--- src/rtl/jerry_life_manager.sv ---
// Player life/protection manager: tracks remaining lives, post-hit and spawn
// protection timing, sprite blink and the respawn/game-over sequencing.
//
//  state    | meaning
//  ---------+-----------------------------------------------------------
//  IDLE     | after reset, waiting for Start; no lives loaded
//  ALIVE    | vulnerable; any unpaused KillIn line starts a hit
//  HIT      | one-cycle bookkeeping: take a life, respawn or end the game
//  INVINC   | protection window counting down unpaused frame ticks
//  GAMEOVER | out of lives, waiting for Start
module jerry_life_manager #(
  parameter int START_LIVES   = 3,
  parameter int INVINC_FRAMES = 120,
  parameter int BLINK_BIT     = 2
) (
  input  logic       CLK,
  input  logic       RESET,
  input  logic       frame_clk,
  input  logic       Start,
  input  logic       Pause,
  input  logic [3:0] KillIn,
  output logic [2:0] Lives,
  output logic       Invincible,
  output logic       JerryVisible,
  output logic       RespawnPulse,
  output logic       GameOver
);

  typedef enum logic [2:0] {
    S_IDLE     = 3'd0,
    S_ALIVE    = 3'd1,
    S_HIT      = 3'd2,
    S_INVINC   = 3'd3,
    S_GAMEOVER = 3'd4
  } state_t;

  localparam logic [2:0] LIVES_INIT  = 3'(START_LIVES);
  localparam logic [7:0] FRAMES_INIT = 8'(INVINC_FRAMES);

  state_t     state_q;
  logic [2:0] lives_q;
  logic [7:0] frame_cnt_q;
  logic       respawn_q;

  logic sync1_q;
  logic sync2_q;
  logic edge_q;
  logic frame_tick;
  logic kill;
  logic tick_run;

  // frame_clk comes from the video domain: two-flop synchroniser, then edge detect
  always_ff @(posedge CLK or posedge RESET) begin
    if (RESET) begin
      sync1_q <= 1'b0;
      sync2_q <= 1'b0;
      edge_q  <= 1'b0;
    end else begin
      sync1_q <= frame_clk;
      sync2_q <= sync1_q;
      edge_q  <= sync2_q;
    end
  end

  assign frame_tick = sync2_q & ~edge_q;
  assign kill       = (|KillIn) & ~Pause;
  assign tick_run   = frame_tick & ~Pause;

  always_ff @(posedge CLK or posedge RESET) begin
    if (RESET) begin
      state_q     <= S_IDLE;
      lives_q     <= 3'd0;
      frame_cnt_q <= 8'd0;
      respawn_q   <= 1'b0;
    end else begin
      respawn_q <= 1'b0;
      case (state_q)
        S_IDLE, S_GAMEOVER: begin
          if (Start) begin
            lives_q     <= LIVES_INIT;
            frame_cnt_q <= FRAMES_INIT;
            respawn_q   <= 1'b1;
            state_q     <= S_INVINC;
          end
        end
        S_ALIVE: begin
          if (kill) state_q <= S_HIT;
        end
        S_HIT: begin
          lives_q <= (lives_q == 3'd0) ? 3'd0 : lives_q - 3'd1;
          if (lives_q <= 3'd1) begin
            state_q <= S_GAMEOVER;
          end else begin
            frame_cnt_q <= FRAMES_INIT;
            respawn_q   <= 1'b1;
            state_q     <= S_INVINC;
          end
        end
        S_INVINC: begin
          // clamp at zero so a stale count can never wrap to 255
          if (tick_run) begin
            if (frame_cnt_q <= 8'd1) begin
              frame_cnt_q <= 8'd0;
              state_q     <= S_ALIVE;
            end else begin
              frame_cnt_q <= frame_cnt_q - 8'd1;
            end
          end
        end
        default: state_q <= S_IDLE;
      endcase
    end
  end

  always_comb begin
    JerryVisible = 1'b0;
    case (state_q)
      S_ALIVE, S_HIT: JerryVisible = 1'b1;
      S_INVINC:       JerryVisible = ~frame_cnt_q[BLINK_BIT];
      default:        JerryVisible = 1'b0;
    endcase
  end

  assign Invincible   = (state_q != S_ALIVE);
  assign GameOver     = (state_q == S_GAMEOVER);
  assign Lives        = lives_q;
  assign RespawnPulse = respawn_q;

endmodule

--- config.mk ---
export PLATFORM = sky130hd
export DESIGN_NAME = jerry_life_manager
export DESIGN_NICKNAME = d
export VERILOG_FILES = /design/src/rtl/jerry_life_manager.sv
export SDC_FILE = /design/constraint.sdc
export NUM_CORES = 1
export LEC_CHECK = 0
export BUFFER_PORTS_ARGS = -buffer_cell sky130_fd_sc_hd__buf_2
export CAP_MARGIN = 20
export CORE_UTILIZATION = 55
export DETAILED_ROUTE_END_ITERATION = 10
export HOLD_SLACK_MARGIN = 0.03
export PLACE_DENSITY_LB_ADDON = 0.25
export SETUP_SLACK_MARGIN = 0.5
export SLEW_MARGIN = 20
export SYNTH_ARGS = -nofsm -noshare
export SYNTH_HDL_FRONTEND = slang
export SYNTH_SLANG_ARGS = --single-unit
--- constraint.sdc ---
create_clock -name CLK -period 3.1 [get_ports CLK]
set_input_delay 0.93 -clock CLK [delete_from_list [all_inputs] [get_ports CLK]]
set_output_delay 0.93 -clock CLK [all_outputs]
set_load 0.05 [all_outputs]
Yosys cells after proc, flatten, opt, wreduce, memory -nomap -nowiden
Cells that the tools add are included.
{ "word_totals": {"in_bits": 9, "output_inout_bits": 7, "wordCells": 54, "regBits": 18} }
{ "classes": {"reduce_logical": 10, "n_bitwise": 6, "n_lt_le_gt_ge": 2, "n_eq_ne": 10, "addsub": 2, "muxes": 17} }
{ "ops": {"columns": ["op", "n"], "rows": [
  ["two-way mux 8 bit", 4],
  ["one-hot mux 8 bit (3 select lines)", 1],
  ["two-way mux 3 bit", 6],
  ["one-hot mux 3 bit (4 select lines)", 1],
  ["inequality test 2 bit, second input constant", 5],
  ["<= comparator 8 x 1 -> 1 bit, second input constant", 1],
  ["AND reduction 4 bit", 2],
  ["subtractor 8 x 1 -> 8 bit, second input constant", 1],
  ["equality test 3 x 2 -> 1 bit, second input constant", 2],
  ["zero test 3 bit", 2],
  ["one-hot mux 3 bit (2 select lines)", 1],
  ["one-hot mux 1 bit (2 select lines)", 2],
  ["OR reduction 2 bit", 2],
  ["OR reduction 4 bit", 1],
  ["bitwise AND 1 bit", 3],
  ["equality test 3 x 1 -> 1 bit, second input constant", 1],
  ["equality test 3 bit, second input constant", 1],
  ["<= comparator 3 x 1 -> 1 bit, second input constant", 1],
  ["inequality test 3 x 1 -> 1 bit, second input constant", 1],
  ["inverter 1 bit", 3],
  ["nonzero test 3 bit", 1],
  ["subtractor 3 x 1 -> 3 bit, second input constant", 1],
  ["two-way mux 1 bit", 2],
  ["AND reduction 2 bit", 1],
  ["nonzero test 2 bit", 1]
]} }

Logic depth before layout (Yosys ltp)
Gate-level depths: netlist (run 1).
{ "depth": {"depth_word": 5, "depth_mapped": 6, "ltp_nobuf": 6} }

Least setup slack after synthesis (run 1)
Ideal clock, no wire load.
{ "synth_timing": {"path_kind": "reg-to-output", "from": "reg state_q[0]", "to": "out GameOver", "t_arrival_ns": 1.778, "required_ns": 2.170, "setup_slack_ns": 0.392, "n_path_buf": 1, "path_stages_with_launch": 3, "cell_sequence": "dfrtp_1 buf_2 nor3b_1"} }
{ "synth_via": {"elab_chain_cells": 1} }
{ "synth_rtl": {"columns": ["item", "line", "rtl"], "rows": [
  ["start, declared", "40", "state_t state_q;"],
  ["start signal, assigned", "71", "state_q <= S_IDLE;"],
  ["start signal, assigned", "83", "state_q <= S_INVINC;"],
  ["start signal, assigned", "87", "if (kill) state_q <= S_HIT;"],
  ["equality test 3 bit", "125", "assign GameOver = (state_q == S_GAMEOVER);"],
  ["end, declared", "26", "output logic GameOver"]
]} }
No other way between the ends.

Worst setup path after layout (run 1)
{ "layout_timing": {"from": "reg state_q[0]", "to": "out JerryVisible"} }
{ "layout_via": {"elab_chain_cells": 3, "word_cells_on_any_way": 5, "cone_classes": "eq/ne: 3; mux: 1; reduce/logical: 1"} }
{ "layout_rtl": {"columns": ["item", "line", "rtl"], "rows": [
  ["equality test 3 x 2 -> 1 bit or equality test 3 x 1 -> 1 bit (tied branches)", "117", "case (state_q)"],
  ["OR reduction 2 bit", "117", null],
  ["one-hot mux 1 bit (2 select lines) (*)", "117", null],
  ["end, declared", "24", "output logic JerryVisible,"]
]} }
Every way passes the cells marked *; elsewhere a longest branch is shown, timed or not.

==> results of run 1 <==
==> logic make-up (layout without fill, tap and decap cells) <==
kind of cell             after synthesis  after routing  share of synthesized area (%)
AO/OA/AOI/OAI                         38             38                           27.2
AND/OR/NAND/NOR                       35             35                           21.9
flip-flops                            18             18                           43.3
buffers and inverters                 10             26                           5.17
adder cells (fa/ha/maj)                2              2                           2.41
==> power groups by stage <==
| stage | Sequential, µW | Combinational, µW | Clock, µW |
|---|---|---|---|
| floorplan | 310 | 139 | 0 |
| global placement | 322 | 169 | 0 |
| detailed placement | 322 | 174 | 0 |
| CTS | 318 | 174 | 148 |
| global route | 325 | 191 | 162 |
| finish | 320 | 173 | 141 |
==> metrics by stage <==
step / instances / setup slack, ns / power [µW]
after floorplan: 103 / 0.641 / 449
after global placement: 140 / 0.983 / 490
after detailed placement: 140 / 0.921 / 496
after CTS: 144 / 0.652 / 639
after global routing: 144 / 0.528 / 678
final: 144 / 0.680 / 634
==> flip-flops by register name, summed over array words and instances (netlist names) <==
signal / count
RespawnPulse: 1
Lives: 3
edge_q: 1
frame_cnt_q: 8
sync1_q: 1
state_q: 3
sync2_q: 1
==> cell type report <==
cell class | instances | area [µm²] | area share, %
multi-input combinational | 75 | 541 | 46.6
sequential | 18 | 450 | 38.8
timing repair buffer | 15 | 75.1 | 6.47
clock buffer | 4 | 36.3 | 3.13
tap | 25 | 31.3 | 2.70
inverter | 7 | 26.3 | 2.27
==> layout by cell type, fill, tap and decap left out, drive strengths merged, types with 2 or more instances in the layout <==
cell / synthesis / final
a21o: 2 / 2
a21oi: 3 / 3
a31o: 2 / 2
a31oi: 6 / 6
buf: 3 / 15
clkbuf: 0 / 4
dfrtp: 18 / 18
ha: 2 / 2
inv: 7 / 7
nand2: 5 / 5
nand2b: 2 / 2
nand3: 5 / 5
nand4: 2 / 2
nor2: 6 / 6
nor3: 5 / 5
o211ai: 3 / 3
o21a: 2 / 2
o21ai: 8 / 8
o21bai: 2 / 2
o2bb2ai: 3 / 3
o31ai: 2 / 2
or2: 3 / 3
==> worst paths after layout <==
check,to,depth (start not counted)
max,JerryVisible,3
min,sync2_q,0
max reg2reg,frame_cnt_q[7],6
min reg2reg,sync2_q,0
max in group asynchronous,frame_cnt_q[3],2
min in group asynchronous,state_q[2],2
==> metal layers <==
| metal | wire length [µm] | GRT usage, % |
|---|---|---|
| met3 | 84 | 4.37 |
| met2 | 1010 | 40.0 |
| met4 | 12 | 8.48 |
| met1 | 995 | 31.2 |
| met5 | 0 | 0 |
==> synth_stat cells, types with 2 or more instances <==
cell type / count / area (µm²)
o31ai_1: 2 / 15.0
dfrtp_1: 18 / 450
nand3_1: 5 / 25.0
nand4_1: 2 / 12.5
o21bai_1: 2 / 15.0
a31o_2: 2 / 17.5
o2bb2ai_1: 3 / 26.3
ha_1: 2 / 25.0
o211ai_1: 3 / 22.5
inv_1: 7 / 26.3
o21ai_0: 4 / 20.0
or2_2: 2 / 12.5
buf_6: 2 / 22.5
nor3_1: 3 / 15.0
nand2_1: 4 / 15.0
nor3_2: 2 / 20.0
a21oi_1: 3 / 15.0
nor2_1: 6 / 22.5
a31oi_1: 6 / 37.5
a21o_1: 2 / 15.0
o21ai_1: 3 / 15.0
==> metrics.txt, run 1 <==
Clock Power Share=22.2%; DR vias=slightly below 900; async set-reset flop share out of synthesis=100%; # IOs=16; die width=45.5 µm; Post-Synthesis Cell Area=~1000 µm²; syn nets=114; GR Util All Layers=24.1%; maximum clock path buffer count=2; CP max stage cell=dfrtp_1; yosys warns=0; register area share after synthesis=43.3%; RSZ-0062 raised after global routing=no; r2r setup slk=1.22 ns; Max-slew headroom=53.1%; Crit. Startpoint=state_q[0]; share of layout cells above drive strength 1=between 20% and 30%; finished layout cell area=approximately 1200 µm²; Final nets=131; hold slack final=roughly 0.36 ns; Placement Cell Area=1120 µm²; Clk pin slew, worst setup/hold paths=0.09 ns; WL/cell=14.6 µm; Avg Cell Area, Syn=around 10 µm²; Sw Share=roughly a third; Final Cycle Share=roughly 80%; die area=2070 µm²; CTS Sinks=18; Routed Antenna Nets=0; critical path launch point type=flop; Yosys cell types=41; Int Power=about 410 µW; final setup fails=0; setup TNS=0 ns; gr ovfl total=0; worst clock skew=about 0.0074 ns; delay-heaviest family, CP=flip-flops; Crit. End Element=primary output; Hold Path Class=flop to flop; Crit Path Category=flop to primary output; worst-path maximum fanout=14; Post CTS Setup Buffer Count=0; number of global-route vias before repair=811; dpl hpwl=1550 µm; worst skew pair latency=0.29 ns; Bufs and invs on worst path=1; die height=45.5 µm; Hold Startpoint=sync1_q; first-pass GRT wire length=3530 µm; Worst EP required=roughly 2.2 ns; starting DRC count in detailed routing=20; htree depth=1; Worst-Margin Slew=0.702 ns; Antenna diodes=0; Logic pwr share=27.3%; cts hold-fix bufs=0; Routed WL=2100 µm; peak supply drop=0.388 mV; switching pwr=222 µW; Final Util=66.5%; Clock Tree Root=clkbuf_4; Flop pwr share=about half; Post-CTS Resized=0; Worst Path Arrival=around 1.5 ns; f_max=413 MHz; Pwr Density=547 nW/µm²; Core ar.=around 1700 µm²; largest net degree at the start of global routing=19; TritonCTS clock tree=done; via/cell ratio=6.01; worst-path cell chain=o21bai_1 > a31oi_1 > buf_2; PortBufs=15; Largest stage delay, worst path=0.65 ns; RePlAce Congestion=0.898; max_cap viols=0; synthesized flop and latch total=18; Final Hold Vio Count=0; post-layout minimum cycle time=2.42 ns; TritonRoute pass-1 iters=5; detailed-route DRC error count=0; initial antenna violation count=0; CTS Buf Count=3; Rows=15; Critical R2R Launch=frame_cnt_q[0]; Final Max Slew Viols=0; Area Growth Syn to Fin=11.6%; outcome=complete, no violations; Starting Density=around three fifths; EDFF count, synth=0; Main synth FF type=dfrtp_1; instance count of the mapped netlist=between 100 and 150; fill count=149; Leak Pwr=0.000494 µW
Note: power is estimated with default switching activity, not from simulation.
==> run 2, diff against run 1 <==
ABC_AREA = 1   (was not set)
CORE_UTILIZATION = 49   (was 55)
clock period = 2.1 ns   (was 3.1 ns; I/O delays follow)
==> run 2 against run 1 <==
Effect of this change: critical path depth grew 1; sequential cell count is the same; total power grew to 3.5 times the previous value; synthesized area grew 1.3%; worst hold slack lost 0.072 ns; sequential share of layout area shrank 6.7 points; count of clock-buffer cells in the layout is the same; core utilization grew 4.7 points; routed wire length grew 19%; critical path type unchanged; combinational power grew to 8.3 times the previous value; cell count grew 37%.
==> metrics.txt, run 2 <==
outcome=complete, no violations; Yosys top cell by area=dfrtp_1; gr ovfl total=0 (unchanged); EDFF count, synth=0 (unchanged); Bufs and invs on worst path=2 (+1); number of global-route vias before repair=995 (+23%); commonest non-fill, non-tap cell in the layout=nand2_1; PortBufs=15 (unchanged); Core ar.=1980 µm² (+14%); reg-to-reg endpoint=state_q[2]; share of layout cells above drive strength 1=32.4% (+2.9 points); die area=2340 µm² (+13%); CTS Buf Count=3 (unchanged); setup TNS=0 ns (unchanged); Hold Path Class=input port to asynchronous set/reset pin; Yosys cell types=26 (-37%); Critical R2R Launch=state_q[0]; Int Power=1100 µW (+170%); Largest stage delay, worst path=0.42 ns (-0.23 ns); Flop pwr share=25.6% (-25 points); Clock Power Share=9.8% (-12 points); Worst Path Arrival=1.34 ns (-0.15 ns); GR Util All Layers=23.8% (-0.33 points); starting DRC count in detailed routing=16 (-20%); Final Cycle Share=94.0%; peak supply drop=1.19 mV (+210%); WL/cell=12.7 µm (-13%); initial antenna violation count=0 (unchanged); largest net degree at the start of global routing=11 (-8); CP most frequent cell=buf_6; cts hold-fix bufs=0 (unchanged); Crit. End Element=primary output; RSZ-0062 raised after global routing=yes; CP max stage cell=dfrtp_1; Starting Density=53.2% (-6.4 points); async set-reset flop share out of synthesis=100% (unchanged); Synth top cells by count=35 x nand2_1, 21 x inv_1, 21 x nor2_1; Area Growth Syn to Fin=33.8%; Rows=16 (+1); Largest Register=frame_cnt_q; Crit Path Category=flop to primary output; Final Max Slew Viols=0 (unchanged); htree depth=1 (unchanged); maximum clock path buffer count=2 (unchanged); max_cap viols=0 (unchanged); via/cell ratio=5.08 (-15%); switching pwr=1120 µW (+410%); register area share after synthesis=42.8% (-0.57 points); TritonRoute pass-1 iters=4 (-1); RePlAce Congestion=0.782 (-13%); post-layout minimum cycle time=between 1.5 and 2 ns; Worst-Margin Slew=0.392 ns (-0.310 ns); fill count=145 (-2.7%); f_max=around 510 MHz; Area contributors post-synth=dfrtp_1 43%, nand2_1 12%, inv_1 7.5%; Final nets=182 (+39%); detailed-route DRC error count=0 (unchanged); DR vias=1000 (+16%); Pwr Density=1580 nW/µm² (+190%); worst-path maximum fanout=3 (-11); worst skew pair latency=0.30 ns (about the same); CTS Sinks=18 (unchanged); first-pass GRT wire length=4260 µm (+21%); Max-slew headroom=73.8% (+21 points); Antenna diodes=0 (unchanged); Post-Layout Cell Count=197 (+37%); Logic pwr share=64.6% (+37 points); die width=48.4 µm (+6.4%); Clock Tree Root=clkbuf_4; Leak Pwr=0.000734 µW (+49%); dpl cells=183 (+31%); final setup fails=0 (unchanged); synthesized flop and latch total=18 (unchanged); most frequent cells in the layout=34 x nand2_1, 20 x nor2_1, 16 x dfrtp_1, 16 x inv_1, 11 x buf_4; Routed WL=2510 µm (+19%); Final Hold Vio Count=0 (unchanged); Main synth FF type=dfrtp_1; Routed Antenna Nets=0 (unchanged); instance count of the mapped netlist=140 (+36%); max reg flops=8 (unchanged); delay-heaviest family, CP=flip-flops; # IOs=16 (unchanged); yosys warns=0 (unchanged); Post-Synthesis Cell Area=1050 µm² (+1.3%); die height=48.4 µm (+6.4%); TritonCTS clock tree=done; r2r setup slk=0.60 ns (-0.62 ns); syn nets=151 (+32%); cell with the most instances after synthesis=nand2_1; Avg Cell Area, Syn=7.53 µm² (-25%); Worst EP required=1.47 ns (-0.70 ns); top cell type's share of synthesized area=42.8% (-0.57 points); Sw Share=50.5% (+15 points); worst clock skew=0.00376 ns (-0.00362 ns); dpl hpwl=1700 µm (+9.6%); worst-path cell chain=buf_6 > nand2_4 > o311ai_4 > buf_6; critical path launch point type=flop; Reg2Reg Depth=9 (+3); Clk pin slew, worst setup/hold paths=0.10 ns (about the same)
==> run 2: cell count changes after synthesis, moves of 3 or more <==
cell	before	now
nand2_1	4	35
nor2_1	6	21
inv_1	7	21
a31oi_1	6	0
nand3_1	5	11
o21ai_0	4	7
o2bb2ai_1	3	0
==> run 2: area by class of cell <==
| type | count | area, µm² | share of cell area [%] |
|---|---|---|---|
| Timing Repair Buffer | 26 | 194 | 13.8 |
| Tap cell | 27 | 33.8 | 2.40 |
| Clock buffer | 4 | 36.3 | 2.57 |
| Multi-Input combinational cell | 100 | 608 | 43.1 |
| Sequential cell | 18 | 453 | 32.1 |
| Inverter | 22 | 85.1 | 6.03 |
==> run 2: how the worst max path moves through the flow <==
stage | startpoint | to | slack (ns) | cells past startpoint
after CTS | state_q[0] | JerryVisible | 0.13 | 4
after global placement | state_q[2] | JerryVisible | 0.25 | 4
after detailed placement | state_q[2] | JerryVisible | 0.22 | 4
after global routing | state_q[1] | JerryVisible | 0.08 | 4
final | state_q[0] | JerryVisible | 0.13 | 4
after floorplan | state_q[1] | JerryVisible | 0.40 | 2
==> run 2: power groups by stage <==
stage | Clock (µW) | Sequential, µW | Combinational (µW)
detailed placement | 0 | 576 | 1140
finish | 217 | 571 | 1440
CTS | 219 | 568 | 1360
global placement | 0 | 570 | 1110
floorplan | 0 | 652 | 842
global route | 232 | 585 | 1570
==> run 2: what timing repair did <==
item / in CTS / in global routing
setup endpoints to repair: 11 / 13
buffers inserted: 7 / 3
gates resized for setup: 17 / 5
pin swaps: 2 / 1
==> run 2: per-layer routing <==
metal | vias up | global-route usage, % | wire, µm
met3 | 11 | 3.14 | 81
met4 | 0 | 13.2 | 93
met2 | 28 | 40.4 | 1280
met1 | 458 | 29.1 | 1050
li1 | 503 | - | -
met5 | - | 0 | 0
==> run 2: worst register-to-register path, stage by stage (launching register included) <==
cell and delay [ns]:
dfrtp_1 0.42, buf_6 0.13, nand2_4 0.05, buf_4 0.14, nor2_4 0.20, buf_4 0.17, nand2_4 0.07, nand3_1 0.13
nand2_1 0.08, nand2_1 0.06
==> run 2: per-stage QoR <==
stage                     hold WS [ns]  total power (µW)  setup WS (ns)  util, %  instance area [µm²]
final                            0.285              2230          0.127     71.1                 1410
after global routing             0.318              2380         0.0804     71.1                 1410
after CTS                        0.296              2150          0.131     69.5                 1380
after detailed placement         0.336              1720          0.223     60.9                 1210
after global placement           0.336              1680          0.252     60.9                 1210
after floorplan                  0.331              1490          0.404        -                 1090
==> run 2: kinds of logic (layout without fill, tap and decap cells) <==
family / Yosys count / after routing / share of synthesized area, %
buf+inv: 22 / 52 / 8.08
compound gates: 16 / 16 / 9.74
flops: 18 / 18 / 42.8
xor+xnor: 1 / 1 / 0.832
fa+ha+maj: 2 / 2 / 2.37
simple gates: 81 / 81 / 36.2
==> run 3, diff against run 2 <==
CORE_UTILIZATION = 55   (was 49)
CTS_CLUSTER_DIAMETER = 40   (was not set)
clock period = 2.2 ns   (was 2.1 ns; I/O delays follow)
==> run 3 against run 2 <==
Effect of this change: sequential cell count unchanged; total power down 7.4%; die area down 10%; count of clock-buffer cells in the layout unchanged; sequential share of layout area up 1.2 points; setup slack better by 0.039 ns; routed wire length down 2.6%; clock skew up 0.0022 ns; critical path depth down 1; cell count down 2.0%; sequential power down 3.9%; combinational power down 9%.
==> metrics.txt, run 3 (synthesis gave the netlist of run 2 again) <==
Clock Tree Root=clkbuf_4; Leak Pwr=0.000711 µW (-3.1%); DR vias=999 (-0.10%); Final Hold Vio Count=0 (unchanged); max_cap viols=0 (unchanged); max reg flops=8 (unchanged); dpl cells=180 (-1.6%); gr ovfl total=0 (unchanged); WL/cell=12.7 µm (-0.53%); RePlAce Congestion=0.828 (+5.9%); final setup fails=0 (unchanged); Placement Cell Area=1180 µm² (-2.3%); TritonCTS clock tree=done; Post-Layout Cell Count=193 (-2.0%); Largest Register=frame_cnt_q; Crit. End Element=primary output; CTS Sinks=18 (unchanged); switching pwr=1060 µW (-5.7%); die area=2090 µm² (-10%); share of layout cells above drive strength 1=30.4% (-2.0 points); Sw Share=51.4% (+0.92 points); peak supply drop=1.05 mV (-12%); Antenna diodes=0 (unchanged); htree depth=1 (unchanged); Pwr Density=1520 nW/µm² (-3.9%); dpl hpwl=1610 µm (-5.0%); Worst Path Arrival=1.37 ns (+0.03 ns); via/cell ratio=5.18 (+2.0%); Final Max Slew Viols=0 (unchanged); die width=45.8 µm (-5.4%); Int Power=1000 µW (-9.1%); CTS Buf Count=3 (unchanged); worst-path maximum fanout=4 (+1); f_max=about 490 MHz; largest net degree at the start of global routing=19 (+8); PortBufs=15 (unchanged); Core ar.=1760 µm² (-11%); maximum clock path buffer count=2 (unchanged); Rows=15 (-1); Worst-Margin Slew=0.680 ns (+0.288 ns); outcome=complete, no violations; Clk pin slew, worst setup/hold paths=0.11 ns (about the same); GR Util All Layers=26.1% (+2.3 points); Routed Antenna Nets=0 (unchanged); Worst EP required=1.54 ns (+0.07 ns); Max-slew headroom=54.6% (-19 points); Hold Path Class=flop to flop; finished layout cell area=1360 µm² (-3.6%); Logic pwr share=63.3% (-1.3 points); commonest non-fill, non-tap cell in the layout=nand2_1; worst skew pair latency=0.30 ns (about the same); die height=45.8 µm (-5.4%); number of global-route vias before repair=908 (-8.7%); Flop pwr share=26.6% (+1.0 points); starting DRC count in detailed routing=41 (+25); post-layout minimum cycle time=between 2 and 2.5 ns; RSZ-0062 raised after global routing=yes; cts hold-fix bufs=0 (unchanged); most frequent cells in the layout=34 x nand2_1, 20 x nor2_1, 17 x inv_1; Final Cycle Share=between 90% and 100%; critical path launch point type=flop; worst clock skew=0.00592 ns (+0.00216 ns); Crit Path Category=flop to primary output; first-pass GRT wire length=3780 µm (-11%); Starting Density=59.7% (+6.6 points); Routed WL=2440 µm (-2.6%); # IOs=16 (unchanged); setup TNS=0 ns (unchanged); Final nets=180 (-1.1%); initial antenna violation count=0 (unchanged); Area Growth Syn to Fin=29.0%; detailed-route DRC error count=0 (unchanged); Clock Power Share=10.1% (+0.3 points); Final Util=77.0% (+5.9 points); TritonRoute pass-1 iters=4 (unchanged)
-- run 3: changes by cell type in the layout (fill, tap and decap cells not counted), sizes merged --
cell,delta
buf,-1
clkbuf,-1
-- run 3: final cells by class --
class	count	area (µm²)
flip-flops and latches	18	453
fillers	141	405
repair buffers	24	168
inverters	22	85.1
clock buffers	4	36.3
multi-input cells	100	586
well taps	25	31.3
-- run 3: per-layer routing --
layer / up-vias / GRT usage, % / part of all wire, %
li1: 500 / - / -
met1: 461 / 31.9 / 45
met2: 32 / 45.1 / 49
met3: 6 / 3.97 / 3.7
met4: 0 / 11.8 / 1.7
met5: - / 0 / 0
-- run 3: path summary, 6_finish.rpt --
path	depth (start not counted)	slack, ns	from	endpoint
worst max-delay path	3	0.17	state_q[2]	JerryVisible
worst min-delay path	0	0.36	sync1_q	sync2_q
worst max register to register	9	0.57	state_q[0]	frame_cnt_q[3]
worst min register to register	0	0.36	sync1_q	sync2_q
max in group asynchronous	2	1.29	RESET	state_q[2]
min in group asynchronous	2	0.44	RESET	Lives[2]
-- run 3: metrics by stage --
stage	power [µW]	worst slack, ns	hold WS [ns]
after floorplan	1400	0.353	0.331
after global placement	1570	0.293	0.335
after detailed placement	1610	0.232	0.340
after CTS	2000	0.215	0.365
after global routing	2190	0.136	0.378
final	2060	0.166	0.361
-- run 3: power groups by stage --
stage          clock [µW]  sequential, µW  combinational, µW
4_1_cts               209             540               1250
3_5_place_dp            0             541               1070
2_1_floorplan           0             613                783
5_1_grt               222             560               1410
6_report              208             549               1310
3_3_place_gp            0             533               1040
-- run 3: worst max-delay path, cell delays in order (launching register included) --
cell and delay [ns]:
dfrtp_2 0.49, buf_12 0.15, o311ai_4 0.23, buf_6 0.20
-- run 3: repair_timing --
action | 4_1_cts | 5_1_grt
pin swaps | 3 | 3
setup endpoints to repair | 7 | 12
resized for setup | 14 | 3
setup buffers | 8 | 1
cloned | 0 | 0
